**src/rtl/ps2_bridge_pkg.sv**
```systemverilog
// Shared types, constants and the nibble-to-ASCII helper for the PS/2 to UART bridge.
package ps2_bridge_pkg;

    typedef enum logic [1:0] {
        MODE_RAW      = 2'b00,
        MODE_HEX      = 2'b01,
        MODE_HEX_LINE = 2'b10
    } mode_t;

    typedef enum logic [1:0] {
        IDLE = 2'd0,
        LOAD = 2'd1,
        EMIT = 2'd2,
        GAP  = 2'd3
    } state_t;

    localparam logic [7:0] CHAR_CR = 8'h0D;
    localparam logic [7:0] CHAR_LF = 8'h0A;

    // Uppercase ASCII hex digit.
    function automatic logic [7:0] hex_ascii(input logic [3:0] nib);
        return (nib < 4'd10) ? (8'h30 + {4'h0, nib}) : (8'h37 + {4'h0, nib});
    endfunction

endpackage

```
**src/rtl/ps2_uart_bridge_if.sv**
```systemverilog
// Byte-in / character-out signals between the PS/2 receiver, the bridge and the uart TX port.
interface ps2_uart_bridge_if;
    logic       in_valid;
    logic [7:0] in_data;
    logic       tx;
    logic [7:0] tx_data;
    logic       tx_full;

    modport master (output in_valid, output in_data, output tx_full,
                    input  tx, input tx_data);
    modport slave  (input  in_valid, input in_data, input tx_full,
                    output tx, output tx_data);
endinterface

```
**src/rtl/sync_fifo.sv**
```systemverilog
// Synchronous FIFO with registered read data (valid the cycle after pop) and a level counter.
module sync_fifo #(
    parameter int unsigned DW = 8,
    parameter int unsigned AW = 4
) (
    input  logic          clk,
    input  logic          rst_n,
    input  logic          push,
    input  logic [DW-1:0] wdata,
    input  logic          pop,
    output logic [DW-1:0] rdata,
    output logic [AW:0]   level,
    output logic          full,
    output logic          empty
);
    localparam int unsigned DEPTH = 1 << AW;

    logic [DW-1:0] mem [DEPTH];
    logic [AW-1:0] wptr_q, rptr_q;
    logic [AW:0]   level_q;
    logic [DW-1:0] rdata_q;

    always_ff @(posedge clk) begin
        if (push) mem[wptr_q] <= wdata;
    end

    always_ff @(posedge clk or negedge rst_n) begin
        if (!rst_n) begin
            wptr_q  <= '0;
            rptr_q  <= '0;
            level_q <= '0;
            rdata_q <= '0;
        end else begin
            if (push) wptr_q <= wptr_q + 1'b1;
            if (pop) begin
                rptr_q  <= rptr_q + 1'b1;
                rdata_q <= mem[rptr_q];
            end
            if (push && !pop) level_q <= level_q + 1'b1;
            else if (pop && !push) level_q <= level_q - 1'b1;
        end
    end

    assign rdata = rdata_q;
    assign level = level_q;
    assign full  = (level_q == DEPTH[AW:0]);
    assign empty = (level_q == '0);
endmodule

```
**src/rtl/ps2_uart_bridge.sv**
```systemverilog
// Buffers PS/2 scan codes and streams them to uart TX as raw bytes or ASCII hex,
// honouring tx_full and counting bytes dropped on a full FIFO.
module ps2_uart_bridge
    import ps2_bridge_pkg::*;
#(
    parameter int unsigned DEPTH_LOG2 = 4,
    parameter logic [7:0]  SEP        = 8'h20,
    parameter int unsigned OVF_W      = 8
) (
    input  logic                  clk,
    input  logic                  rst_n,
    input  logic                  en,
    input  logic [1:0]            mode,
    input  logic                  clr_ovf,
    ps2_uart_bridge_if.slave      bus,
    output logic [DEPTH_LOG2:0]   fifo_level,
    output logic                  overflow,
    output logic [OVF_W-1:0]      ovf_count,
    output logic                  busy
);
    state_t     state_q, state_d;
    mode_t      mode_q, mode_in;
    logic [7:0] byte_q, fifo_rdata, char_cur;
    logic [2:0] idx_q, n_chars;
    logic       fifo_full, fifo_empty, pop, push, drop;

    assign pop  = (state_q == IDLE) && en && !fifo_empty;
    assign push = bus.in_valid && en && (!fifo_full || pop);
    assign drop = bus.in_valid && en && fifo_full && !pop;

    sync_fifo #(.DW(8), .AW(DEPTH_LOG2)) u_fifo (
        .clk   (clk),
        .rst_n (rst_n),
        .push  (push),
        .wdata (bus.in_data),
        .pop   (pop),
        .rdata (fifo_rdata),
        .level (fifo_level),
        .full  (fifo_full),
        .empty (fifo_empty)
    );

    always_comb begin
        unique case (mode)
            2'b01:   mode_in = MODE_HEX;
            2'b10:   mode_in = MODE_HEX_LINE;
            default: mode_in = MODE_RAW;
        endcase
    end

    // Character at idx_q and character count for the latched byte/mode.
    always_comb begin
        char_cur = byte_q;
        n_chars  = 3'd1;
        case (mode_q)
            MODE_HEX: begin
                n_chars = 3'd3;
                case (idx_q)
                    3'd0:    char_cur = hex_ascii(byte_q[7:4]);
                    3'd1:    char_cur = hex_ascii(byte_q[3:0]);
                    default: char_cur = SEP;
                endcase
            end
            MODE_HEX_LINE: begin
                n_chars = 3'd4;
                case (idx_q)
                    3'd0:    char_cur = hex_ascii(byte_q[7:4]);
                    3'd1:    char_cur = hex_ascii(byte_q[3:0]);
                    3'd2:    char_cur = CHAR_CR;
                    default: char_cur = CHAR_LF;
                endcase
            end
            default: ;
        endcase
    end

    // tx is combinational from state so an asynchronous reset drops it immediately.
    assign bus.tx      = (state_q == EMIT) && !bus.tx_full;
    assign bus.tx_data = bus.tx ? char_cur : 8'h00;

    always_comb begin
        state_d = state_q;
        unique case (state_q)
            IDLE:    if (pop) state_d = LOAD;
            LOAD:    state_d = EMIT;
            EMIT:    if (!bus.tx_full) state_d = GAP;
            GAP:     state_d = (idx_q == n_chars) ? IDLE : EMIT;
            default: state_d = IDLE;
        endcase
    end

    always_ff @(posedge clk or negedge rst_n) begin
        if (!rst_n) begin
            state_q <= IDLE;
            mode_q  <= MODE_RAW;
            byte_q  <= '0;
            idx_q   <= '0;
        end else begin
            state_q <= state_d;
            if (state_q == LOAD) begin
                byte_q <= fifo_rdata;
                mode_q <= mode_in;
                idx_q  <= '0;
            end else if (bus.tx) begin
                idx_q <= idx_q + 3'd1;
            end
        end
    end

    always_ff @(posedge clk or negedge rst_n) begin
        if (!rst_n) begin
            overflow  <= 1'b0;
            ovf_count <= '0;
        end else if (clr_ovf) begin
            overflow  <= 1'b0;
            ovf_count <= '0;
        end else if (drop) begin
            overflow <= 1'b1;
            if (ovf_count != '1) ovf_count <= ovf_count + 1'b1;
        end
    end

    assign busy = (state_q != IDLE) || !fifo_empty;
endmodule
```
**src/flat_wrapper.sv**
```systemverilog
// flat-port wrapper written by rule: the top's interface ports become plain ports
module ps2_uart_bridge_flat import ps2_bridge_pkg::*;
#(
    parameter int unsigned DEPTH_LOG2 = 4,
    parameter logic [7:0]  SEP        = 8'h20,
    parameter int unsigned OVF_W      = 8
)
  (clk, rst_n, en, mode, clr_ovf, fifo_level, overflow, ovf_count, busy, bus_in_valid, bus_in_data, bus_tx_full, bus_tx, bus_tx_data);
  ps2_uart_bridge_if bus_i ();
  input  logic clk;
  input  logic rst_n;
  input  logic en;
  input  logic [1:0] mode;
  input  logic clr_ovf;
  output logic [DEPTH_LOG2:0] fifo_level;
  output logic overflow;
  output logic [OVF_W-1:0] ovf_count;
  output logic busy;
  input wire logic [$bits(bus_i.in_valid)-1:0] bus_in_valid;
  input wire logic [$bits(bus_i.in_data)-1:0] bus_in_data;
  input wire logic [$bits(bus_i.tx_full)-1:0] bus_tx_full;
  output wire logic [$bits(bus_i.tx)-1:0] bus_tx;
  output wire logic [$bits(bus_i.tx_data)-1:0] bus_tx_data;
  assign bus_i.in_valid = bus_in_valid;
  assign bus_i.in_data = bus_in_data;
  assign bus_i.tx_full = bus_tx_full;
  assign bus_tx = bus_i.tx;
  assign bus_tx_data = bus_i.tx_data;
  ps2_uart_bridge #(.DEPTH_LOG2(DEPTH_LOG2), .SEP(SEP), .OVF_W(OVF_W)) u_core (.clk(clk), .rst_n(rst_n), .en(en), .mode(mode), .clr_ovf(clr_ovf), .bus(bus_i), .fifo_level(fifo_level), .overflow(overflow), .ovf_count(ovf_count), .busy(busy));
endmodule
```
**config.mk**
```make
export PLATFORM = sky130hd
export DESIGN_NAME = ps2_uart_bridge_flat
export DESIGN_NICKNAME = d
export VERILOG_FILES = /design/src/rtl/ps2_bridge_pkg.sv /design/src/rtl/ps2_uart_bridge_if.sv /design/src/rtl/sync_fifo.sv /design/src/rtl/ps2_uart_bridge.sv /design/src/flat_wrapper.sv
export SDC_FILE = /design/constraint.sdc
export NUM_CORES = 1
export LEC_CHECK = 0
export ABC_AREA = 1
export BUFFER_PORTS_ARGS = -buffer_cell sky130_fd_sc_hd__buf_2
export CAP_MARGIN = 20
export CORE_MARGIN = 2
export CORE_UTILIZATION = 55
export CTS_CLUSTER_SIZE = 24
export DETAILED_ROUTE_END_ITERATION = 16
export PLACE_DENSITY = 0.79
export SLEW_MARGIN = 20
export SYNTH_ARGS = -nofsm -noshare
export SYNTH_HDL_FRONTEND = slang
export SYNTH_SLANG_ARGS = --single-unit
```
**constraint.sdc**
```tcl
create_clock -name clk -period 3.3 [get_ports clk]
set_clock_uncertainty 0.15 [all_clocks]
set_input_delay 0.66 -clock clk [delete_from_list [all_inputs] [get_ports clk]]
set_output_delay 0.66 -clock clk [all_outputs]
set_load 0.01 [all_outputs]
```
==> results.json, run 1 <==
{
  "design_area_sq_um": 9140,
  "syn_nets": 896,
  "num_vias": 5959,
  "timing.fmax_ghz": 0.349,
  "fin_nets": 945,
  "cp-start-kind": "register",
  "netlist_top_cells_count": "nand2_1 (310), edfxtp_1 (128), nand3_1 (97)",
  "post_cts_resized": 0,
  "dpl.cell_count": 1075,
  "synth_seq_cells": 173,
  "area_growth_pct": 11.7,
  "vias_per_cell": 5.38,
  "min_path_type": "primary input to asynchronous set/reset pin",
  "io_pins": 40,
  "tns_ps": 0,
  "clk_latency_ps": 430,
  "cp.arrival_ps": 2050,
  "synthCells": 861,
  "synth-seq-area-share_pct": 60.7,
  "place_area_sq_um": 8580,
  "grt_start_max_net_pins": 67,
  "grt-ovfl-total": 0,
  "start_util_pct": 56.3,
  "grt_first_pass_wirelength_mm": 27.6,
  "detail_route.wl_per_cell_um": 15.5,
  "grt_pass1_vias": 5484,
  "cts.htree.levels": 4,
  "first_pass_iters": 7,
  "synth_top_area_share_pct": 47.0,
  "synthTopCellsByArea": "edfxtp_1 (47%), nand2_1 (14%), dfrtp_1 (14%)",
  "p_leak_nw": 4.02,
  "cts_buffers": 17,
  "cts.sinks": 173,
  "finalNonFillerCells": 1107,
  "gp_routability_congestion": 0.892,
  "powerDensity_nw_per_um2": 799,
  "crit_path_max_fanout": 5,
  "wirelength_mm": 17.1,
  "period_minus_slack_ps": 2860,
  "finalSetupViolations": 0,
  "dieWidth_um": 126,
  "crit_path_max_incr_delay_ps": 410,
  "yosys_warnings": 0,
  "irDropWorstVdd_uv": 500,
  "crit_path_frequent_cell": "nand2_1",
  "synth_edf_count": 128,
  "cts_hold_repair.buffers": 0,
  "dieArea_sq_um": 15900,
  "fp.dieH_um": 126,
  "drive_above_1_share_pct": 11.2,
  "core-area_sq_um": 14500,
  "endpoint_kind": "output pin",
  "cts_root_buf": "clkbuf_16",
  "diodes": 0,
  "clkTransAtPathRegs_ps": 60,
  "critPathSlowestCell": "dfrtp_1",
  "rsz0062_at_grt": "false",
  "async_flop_share_pct": 26.0,
  "critPathRequiredTime_ps": 2490,
  "post_cts_buffers": 0,
  "synthFlopType": "edfxtp_1",
  "critical_path_class": "register to output pin",
  "ff2ff_path_depth": 14,
  "finalWorstSetupSlack_ps": 436,
  "antenna_found_initial": 0,
  "tightest_slew_ps": 726,
  "ys_types": 32,
  "synth_largest_area_cell": "edfxtp_1",
  "maxSlewHeadroom_pct": 51.6,
  "ant_nets": 0,
  "max-cap-violations": 0,
  "drc": 0,
  "netlist_area_sq_um": 8180,
  "first_iter_violations": 516,
  "avgSynthCellArea_sq_um": 9.50,
  "clk_path_buf_depth": 2,
  "hold_viol": 0,
  "dp_slack_ps": 476,
  "rows": 44,
  "port_buffers": 39,
  "grt_usage_pct": 22.7,
  "yosysMostFrequentCell": "nand2_1",
  "drv_slew": 0,
  "status": "complete, no violations",
  "dpl.hpwl_mm": 11.0,
  "cts_tree": "built",
  "timing.final.crit_share_pct": 86.8,
  "cp_cell_sequence": "inv_1 -> ha_1 -> nand2_1 -> nand3_1 -> nand2_1 -> a21oi_1 -> nand2_1 -> a21oi_1 -> buf_2"
}
==> power breakdown <==
part	internal [mW]	switching, mW
clock network	1.11	0.793
registers	2.61	0.266
logic	0.817	1.71
==> path summary, 6_finish.rpt <==
check | slack (ps) | endpoint | from
setup / recovery | 440 | bus_tx_data[4] | u_core.idx_q[0]
hold / removal | 140 | u_core.u_fifo.level[4] | rst_n
setup reg to reg | 520 | u_core.u_fifo.level[4] | u_core.u_fifo.level[0]
hold reg to reg | 330 | u_core.u_fifo.rdata[3] | u_core.u_fifo.rdata[3]
max in group asynchronous | 2170 | u_core.u_fifo.rdata[6] | rst_n
min in group clk | 280 | u_core.mode_q[0] | mode[1]
==> per-stage QoR <==
step	hold slack (ps)	util [%]	total power, mW
2_1_floorplan	214	-	4.77
3_3_place_gp	313	59.0	5.30
3_5_place_dp	317	59.0	5.38
4_1_cts	135	62.9	7.30
5_1_grt	177	62.9	7.78
6_report	141	62.9	7.30
==> critical path: cells and delay by family (launching register included) <==
family | cells | cell delay, ps
adders and majority gates | 1 | 180
AOI/OAI and AO/OA | 2 | 360
buffers and inverters | 2 | 280
and+or+nand+nor | 4 | 410
DFF | 1 | 410
==> routing by layer <==
layer | vias up | global-route usage (%) | wire length [um]
li1 | 2923 | - | -
met3 | 36 | 4.29 | 1180
met2 | 233 | 35.7 | 8190
met4 | 0 | 10.7 | 498
met1 | 2767 | 30.9 | 7280
met5 | - | 0 | 0
==> registers in the layout, indices dropped and copies added, names as in the netlist <==
signal / flops
u_core.u_fifo.level: 5
u_core.idx_q: 3
u_core.u_fifo.rdata: 8
u_core.u_fifo.wptr_q: 4
u_core.byte_q: 8
u_core.u_fifo.mem: 128
u_core.mode_q: 2
u_core.ovf_count: 8
u_core.overflow: 1
u_core.u_fifo.rptr_q: 4
u_core.state_q: 2
==> final cells by class <==
| type | instances | area (sq um) |
|---|---|---|
| Fill cell | 1156 | 5400 |
| Sequential cell | 173 | 4970 |
| Multi-Input combinational cell | 567 | 2670 |
| Clock buffer | 20 | 437 |
| Timing Repair Buffer | 60 | 365 |
| Inverter | 91 | 342 |
| Tap cell | 184 | 230 |
| Clock inverter | 12 | 121 |
==> cell usage in the layout, fill, tap and decap left out, drive strengths merged, types with 4 or more instances in the layout <==
cell / Yosys / layout
o21ai: 42 / 42
xnor2: 4 / 4
xor2: 11 / 11
edfxtp: 128 / 128
a21oi: 13 / 13
dfrtp: 45 / 45
nor2: 36 / 36
ha: 18 / 18
clkinv: 4 / 11
nand2: 313 / 313
buf: 26 / 60
nor3: 18 / 18
nand3: 99 / 99
nand4: 4 / 4
clkbuf: 4 / 20
inv: 87 / 88
==> kinds of logic after synthesis <==
group / Yosys count / synth area share (%)
AOI/OAI and AO/OA: 62 / 3.96
xor gates and xnor gates: 15 / 1.61
DFF: 173 / 60.7
and+or+nand+nor: 471 / 24.1
buffers and inverters: 121 / 6.62
adders and majority gates: 19 / 3.00
(Power assumes the default switching activity.)
==> inputs of run 2 (changes only) <==
--- a/config.mk
+++ b/config.mk
@@ -5,7 +5,6 @@
 export SDC_FILE = /design/constraint.sdc
 export NUM_CORES = 1
 export LEC_CHECK = 0
-export ABC_AREA = 1
 export BUFFER_PORTS_ARGS = -buffer_cell sky130_fd_sc_hd__buf_2
 export CAP_MARGIN = 20
 export CORE_MARGIN = 2
==> results.json, run 2 <==
{
  "largest_reg_flops": 128,
  "period_minus_slack_ps": 3190,
  "grt_first_pass_wirelength_mm": 24.2,
  "status": "complete, no violations",
  "dieArea_sq_um": 14700,
  "crit_path_max_incr_delay_ps": 430,
  "switchingPower_mw": 2.31,
  "cp.arrival_ps": 2380,
  "clk_path_buf_depth": 2,
  "combinationalPowerShare_pct": 29.5,
  "cts_buffers": 17,
  "cp-start-kind": "register",
  "synth_edf_count": 128,
  "first_iter_violations": 616,
  "tightest_slew_ps": 831,
  "grt_usage_pct": 22.2,
  "avgSynthCellArea_sq_um": 15.2,
  "synth-seq-area-share_pct": 65.9,
  "start_util_pct": 56.7,
  "fp.dieH_um": 121,
  "dpl.hpwl_mm": 9.78,
  "core-area_sq_um": 13300,
  "grt-ovfl-total": 0,
  "max-cap-violations": 0,
  "critPathRequiredTime_ps": 2490,
  "wirelength_mm": 15.0,
  "crit_end": "bus_tx_data[0]",
  "endpoint_kind": "output pin",
  "maxSlewHeadroom_pct": 44.6,
  "ff2ff_setup_slack_ps": 180,
  "yosys_warnings": 0,
  "irDropWorstVdd_uv": 453,
  "critPathSlowestCell": "dfrtp_1",
  "clkPwrFrac_pct": 28.1,
  "cts_tree": "built",
  "final_common_cell": "edfxtp_1",
  "ys_types": 49,
  "hold_viol": 0,
  "num_vias": 4285,
  "synthCells": 496,
  "synth-simple-area-share_pct": 7.83,
  "synthXorXnorAreaFrac_pct": 2.44,
  "min_path_type": "primary input to asynchronous set/reset pin",
  "drv_slew": 0,
  "crit_buf_inv": 2,
  "p_leak_nw": 3.09,
  "synth_compound_area_share_pct": 6.82,
  "yosysMostFrequentCell": "edfxtp_1",
  "reg2reg_to": "u_core.u_fifo.level[4]",
  "startpoint": "u_core.idx_q[1]",
  "crit_path_max_fanout": 10,
  "path_delay_family": "compound AO/OA/AOI/OAI gates",
  "synthAdderAreaFrac_pct": 3.25,
  "layout_common_cells": "edfxtp_1 (128), dfrtp_1 (43), buf_2 (39)",
  "total_power_mw": 7.16,
  "cp_cell_sequence": "inv_1 -> ha_2 -> nor3_1 -> a211o_1 -> or3_1 -> a21oi_1 -> buf_2",
  "cp.depth": 7,
  "intPower_mw": 4.85,
  "grt_pass1_vias": 4372,
  "critical_path_class": "register to output pin",
  "area_growth_pct": 12.6,
  "dieWidth_um": 121,
  "reg2reg_from": "u_core.u_fifo.level[0]",
  "cts_hold_repair.buffers": 0,
  "finalSetupViolations": 0,
  "drive_above_1_share_pct": 23.8,
  "dpl.cell_count": 688,
  "synthTopCellsByArea": "edfxtp_1 (51%), dfrtp_1 (15%), mux4_2 (9.6%)",
  "rsz0062_at_grt": "true",
  "clk_latency_ps": 430,
  "synthFlopType": "edfxtp_1",
  "seq_power_share_pct": 42.4,
  "synth_seq_cells": 173,
  "async_flop_share_pct": 26.0,
  "synth_top_area_share_pct": 51.0,
  "fillers": 934,
  "syn_nets": 531,
  "post_cts_buffers": 0,
  "muxShareOfSynthArea_pct": 11.5,
  "ff2ff_path_depth": 11,
  "netlist_top_cells_count": "edfxtp_1 (128), dfrtp_1 (45), nand2_1 (37)",
  "cts.htree.levels": 4,
  "post_cts_resized": 0,
  "io_pins": 40,
  "clkTransAtPathRegs_ps": 70,
  "synth_largest_area_cell": "edfxtp_1",
  "hold_slack_ps": 116,
  "fin_nets": 566,
  "diodes": 0,
  "regMostFlops": "u_core.u_fifo.mem",
  "grt_start_max_net_pins": 30,
  "first_pass_iters": 5,
  "detail_route.wl_per_cell_um": 20.8,
  "finalNonFillerCells": 719,
  "cts.sinks": 173,
  "timing.final.crit_share_pct": 96.6,
  "vias_per_cell": 5.96,
  "gp_routability_congestion": 0.916,
  "place_area_sq_um": 7890,
  "ant_nets": 0,
  "drc": 0,
  "netlist_area_sq_um": 7540,
  "powerDensity_nw_per_um2": 843,
  "design_area_sq_um": 8490,
  "rows": 42,
  "p_sw_share_pct": 32.3,
  "synth_top_family_by_area": "multiplexers",
  "port_buffers": 39,
  "timing.fmax_ghz": 0.314,
  "cts_root_buf": "clkbuf_16",
  "antenna_found_initial": 0
}
[run 2: cell types whose count changed after synthesis, sizes merged, moves of 18 or more]
cell   delta
nand2   -276
nand3    -93
inv      -71
mux4     +32
o21ai    -22
buf      -18
[run 2: worst min-delay path by stage]
stage                                 startpoint  slack (ps)                 endpoint  depth (start not counted)
after detailed placement  u_core.u_fifo.rdata[7]         320         u_core.byte_q[7]                          2
after CTS                                  rst_n         140        u_core.state_q[0]                          1
after global routing                       rst_n         180  u_core.u_fifo.wptr_q[1]                          1
after floorplan                            rst_n         210         u_core.byte_q[0]                          0
final                                      rst_n         120          u_core.idx_q[0]                          1
after global placement    u_core.u_fifo.rdata[6]         300         u_core.byte_q[6]                          2
[run 2: power groups by stage]
| stage | clock (mW) | combinational [mW] | sequential, mW |
|---|---|---|---|
| after floorplan | 0 | 1.69 | 2.84 |
| after global placement | 0 | 2.01 | 3.04 |
| after detailed placement | 0 | 2.08 | 3.07 |
| after CTS | 2.05 | 2.10 | 3.03 |
| after global routing | 2.13 | 2.31 | 3.09 |
| final | 2.01 | 2.11 | 3.04 |
[run 2: cell families after synthesis]
| group | Yosys count |
|---|---|
| xor gates and xnor gates | 21 |
| adders and majority gates | 19 |
| muxes | 45 |
| and+or+nand+nor | 113 |
| AOI/OAI and AO/OA | 80 |
| buffers and inverters | 45 |
| DFF | 173 |
[run 2: layout make-up]
type	count	area, sq um	area share (%)
sequential	173	4970	58.6
tap	176	220	2.59
timing repair buffer	45	240	2.83
inverter	16	60.1	0.707
clock inverter	13	164	1.93
multi-input combinational	278	2410	28.3
clock buffer	18	429	5.05
[run 2: routing by layer]
metal,global-route usage [%],routed length [um]
met5,0,0
met4,5.67,175
met3,6.11,749
met2,35.3,7320
met1,30.7,6740
[run 2: worst register-to-register path, delay by kind of cell (launching register included)]
kind                     cells  cell delay (ps)
AO/OA/AOI/OAI                3              630
XOR/XNOR                     2              280
adder cells (fa/ha/maj)      2              630
buffers and inverters        2              220
flip-flops                   1              450
AND/OR/NAND/NOR              2              660
[run 2: through the flow]
step	util [%]	TNS [ps]	setup WS, ps
final	63.9	0	112
after detailed placement	59.3	0	188
after global routing	63.9	-18.5	-18.5
after floorplan	-	0	120
after global placement	59.3	0	288
after CTS	63.8	0	14.9
==> inputs of run 3 (changes only) <==
--- a/config.mk
+++ b/config.mk
@@ -12,6 +12,7 @@
 export CTS_CLUSTER_SIZE = 24
 export DETAILED_ROUTE_END_ITERATION = 16
 export PLACE_DENSITY = 0.79
+export REMOVE_ABC_BUFFERS = 1
 export SLEW_MARGIN = 20
 export SYNTH_ARGS = -nofsm -noshare
 export SYNTH_HDL_FRONTEND = slang
==> results.json, run 3 (synthesis results as in run 2) <==
{
  "finalSetupViolations": 0,
  "cts.htree.levels": 4,
  "fp.dieH_um": 121,
  "antenna_found_initial": 0,
  "cts_root_buf": "clkbuf_16",
  "grt_usage_pct": 22.2,
  "grt_first_pass_wirelength_mm": 23.7,
  "max-cap-violations": 0,
  "p_sw_share_pct": 33.3,
  "critical_path_class": "register to output pin",
  "dp_slack_ps": 218,
  "min_path_type": "primary input to asynchronous set/reset pin",
  "detail_route.wl_per_cell_um": 20.9,
  "ant_nets": 0,
  "diodes": 0,
  "period_minus_slack_ps": 3160,
  "fillers": 918,
  "rows": 42,
  "port_buffers": 39,
  "combinationalPowerShare_pct": 30.3,
  "final_common_cell": "edfxtp_1",
  "dieWidth_um": 121,
  "start_util_pct": 56.7,
  "dpl.hpwl_mm": 9.55,
  "regMostFlops": "u_core.u_fifo.mem",
  "vias_per_cell": 6.04,
  "ff2ff_setup_slack_ps": 210,
  "post_cts_buffers": 0,
  "grt-ovfl-total": 0,
  "p_leak_nw": 3.09,
  "clk_path_buf_depth": 2,
  "switchingPower_mw": 2.36,
  "num_vias": 4357,
  "cts_tree": "built",
  "reg2reg_from": "u_core.u_fifo.level[0]",
  "timing.fmax_ghz": 0.317,
  "crit_path_max_fanout": 10,
  "maxSlewHeadroom_pct": 62.2,
  "first_pass_iters": 8,
  "status": "complete, no violations",
  "dieArea_sq_um": 14700,
  "clkPwrFrac_pct": 27.5,
  "wirelength_mm": 15.1,
  "irDropWorstVdd_uv": 422,
  "multi_input_area_sq_um": 2400,
  "fin_nets": 567,
  "ff2ff_path_depth": 11,
  "clk_latency_ps": 430,
  "cp-start-kind": "register",
  "endpoint_kind": "output pin",
  "clkTransAtPathRegs_ps": 70,
  "critPathRequiredTime_ps": 2490,
  "cts.sinks": 173,
  "drc": 0,
  "intPower_mw": 4.73,
  "largest_reg_flops": 128,
  "cp.arrival_ps": 2350,
  "grt_pass1_vias": 4331,
  "powerDensity_nw_per_um2": 836,
  "reg2reg_to": "u_core.u_fifo.level[4]",
  "finalWorstSetupSlack_ps": 143,
  "cts_buffers": 17,
  "area_growth_pct": 12.5,
  "io_pins": 40,
  "final_util_pct": 63.8,
  "timing.final.crit_share_pct": 95.7,
  "grt_start_max_net_pins": 46,
  "seq_power_share_pct": 42.2,
  "first_iter_violations": 385,
  "regArea_sq_um": 4970,
  "core-area_sq_um": 13300,
  "gp_routability_congestion": 0.847,
  "layout_common_cells": "edfxtp_1 (128), dfrtp_1 (44), buf_2 (38)",
  "drv_slew": 0,
  "drive_above_1_share_pct": 23.7,
  "tightest_slew_ps": 567,
  "hold_viol": 0
}
## run 3: layout make-up
class / count / area share (%)
Clock buffer: 18 / 5.06
Sequential cell: 173 / 58.6
Multi-Input combinational cell: 278 / 28.3
Inverter: 16 / 0.708
Tap cell: 176 / 2.59
Clock inverter: 14 / 1.83
Timing Repair Buffer: 46 / 2.95
## run 3: power by group through the flow
stage | clock network, mW | logic, mW | registers, mW
3_3_place_gp | 0 | 2.07 | 3.00
4_1_cts | 1.97 | 2.15 | 2.99
5_1_grt | 2.06 | 2.34 | 3.05
6_report | 1.95 | 2.15 | 2.99
2_1_floorplan | 0 | 1.43 | 3.04
3_5_place_dp | 0 | 2.11 | 3.03
## run 3: critical path, stage by stage (launching register included)
cell and delay (ps):
dfrtp_1 430, inv_1 130, ha_2 300, nor3_1 90, a211o_1 320, or3_1 350
a21oi_1 160, buf_2 150
## run 3: worst max path at each step
stage / from / endpoint / slack (ps)
final: u_core.idx_q[1] / bus_tx_data[4] / 140
after global placement: u_core.u_fifo.level[0] / u_core.u_fifo.level[4] / 300
after floorplan: u_core.u_fifo.level[0] / u_core.u_fifo.level[4] / 100
after global routing: u_core.idx_q[1] / bus_tx_data[1] / -6
after detailed placement: u_core.u_fifo.level[0] / u_core.u_fifo.level[4] / 220
after CTS: u_core.idx_q[1] / bus_tx_data[4] / 50
## run 3: what timing repair did
action,4_1_cts,5_1_grt
setup endpoints to repair,0,3
hold buffers,0,0
gates resized for setup,0,1
## run 3: routing by layer
layer	track usage [%]	vias up	share of wire (%)
met5	0	-	0
met2	36.0	155	50
met1	29.4	2218	43
li1	-	1963	-
met3	4.89	21	5.8
met4	8.65	0	1.8
## run 3: per-stage QoR
step | total power, mW | cell area (sq um) | cells | TNS, ps | hold WS (ps)
final | 7.09 | 8490 | 721 | 0 | 72.1
after global routing | 7.45 | 8490 | 721 | -5.72 | 117
after floorplan | 4.47 | 7430 | 467 | 0 | 214
after detailed placement | 5.14 | 7900 | 689 | 0 | 310
after global placement | 5.08 | 7900 | 689 | 0 | 307
after CTS | 7.11 | 8480 | 721 | 0 | 288
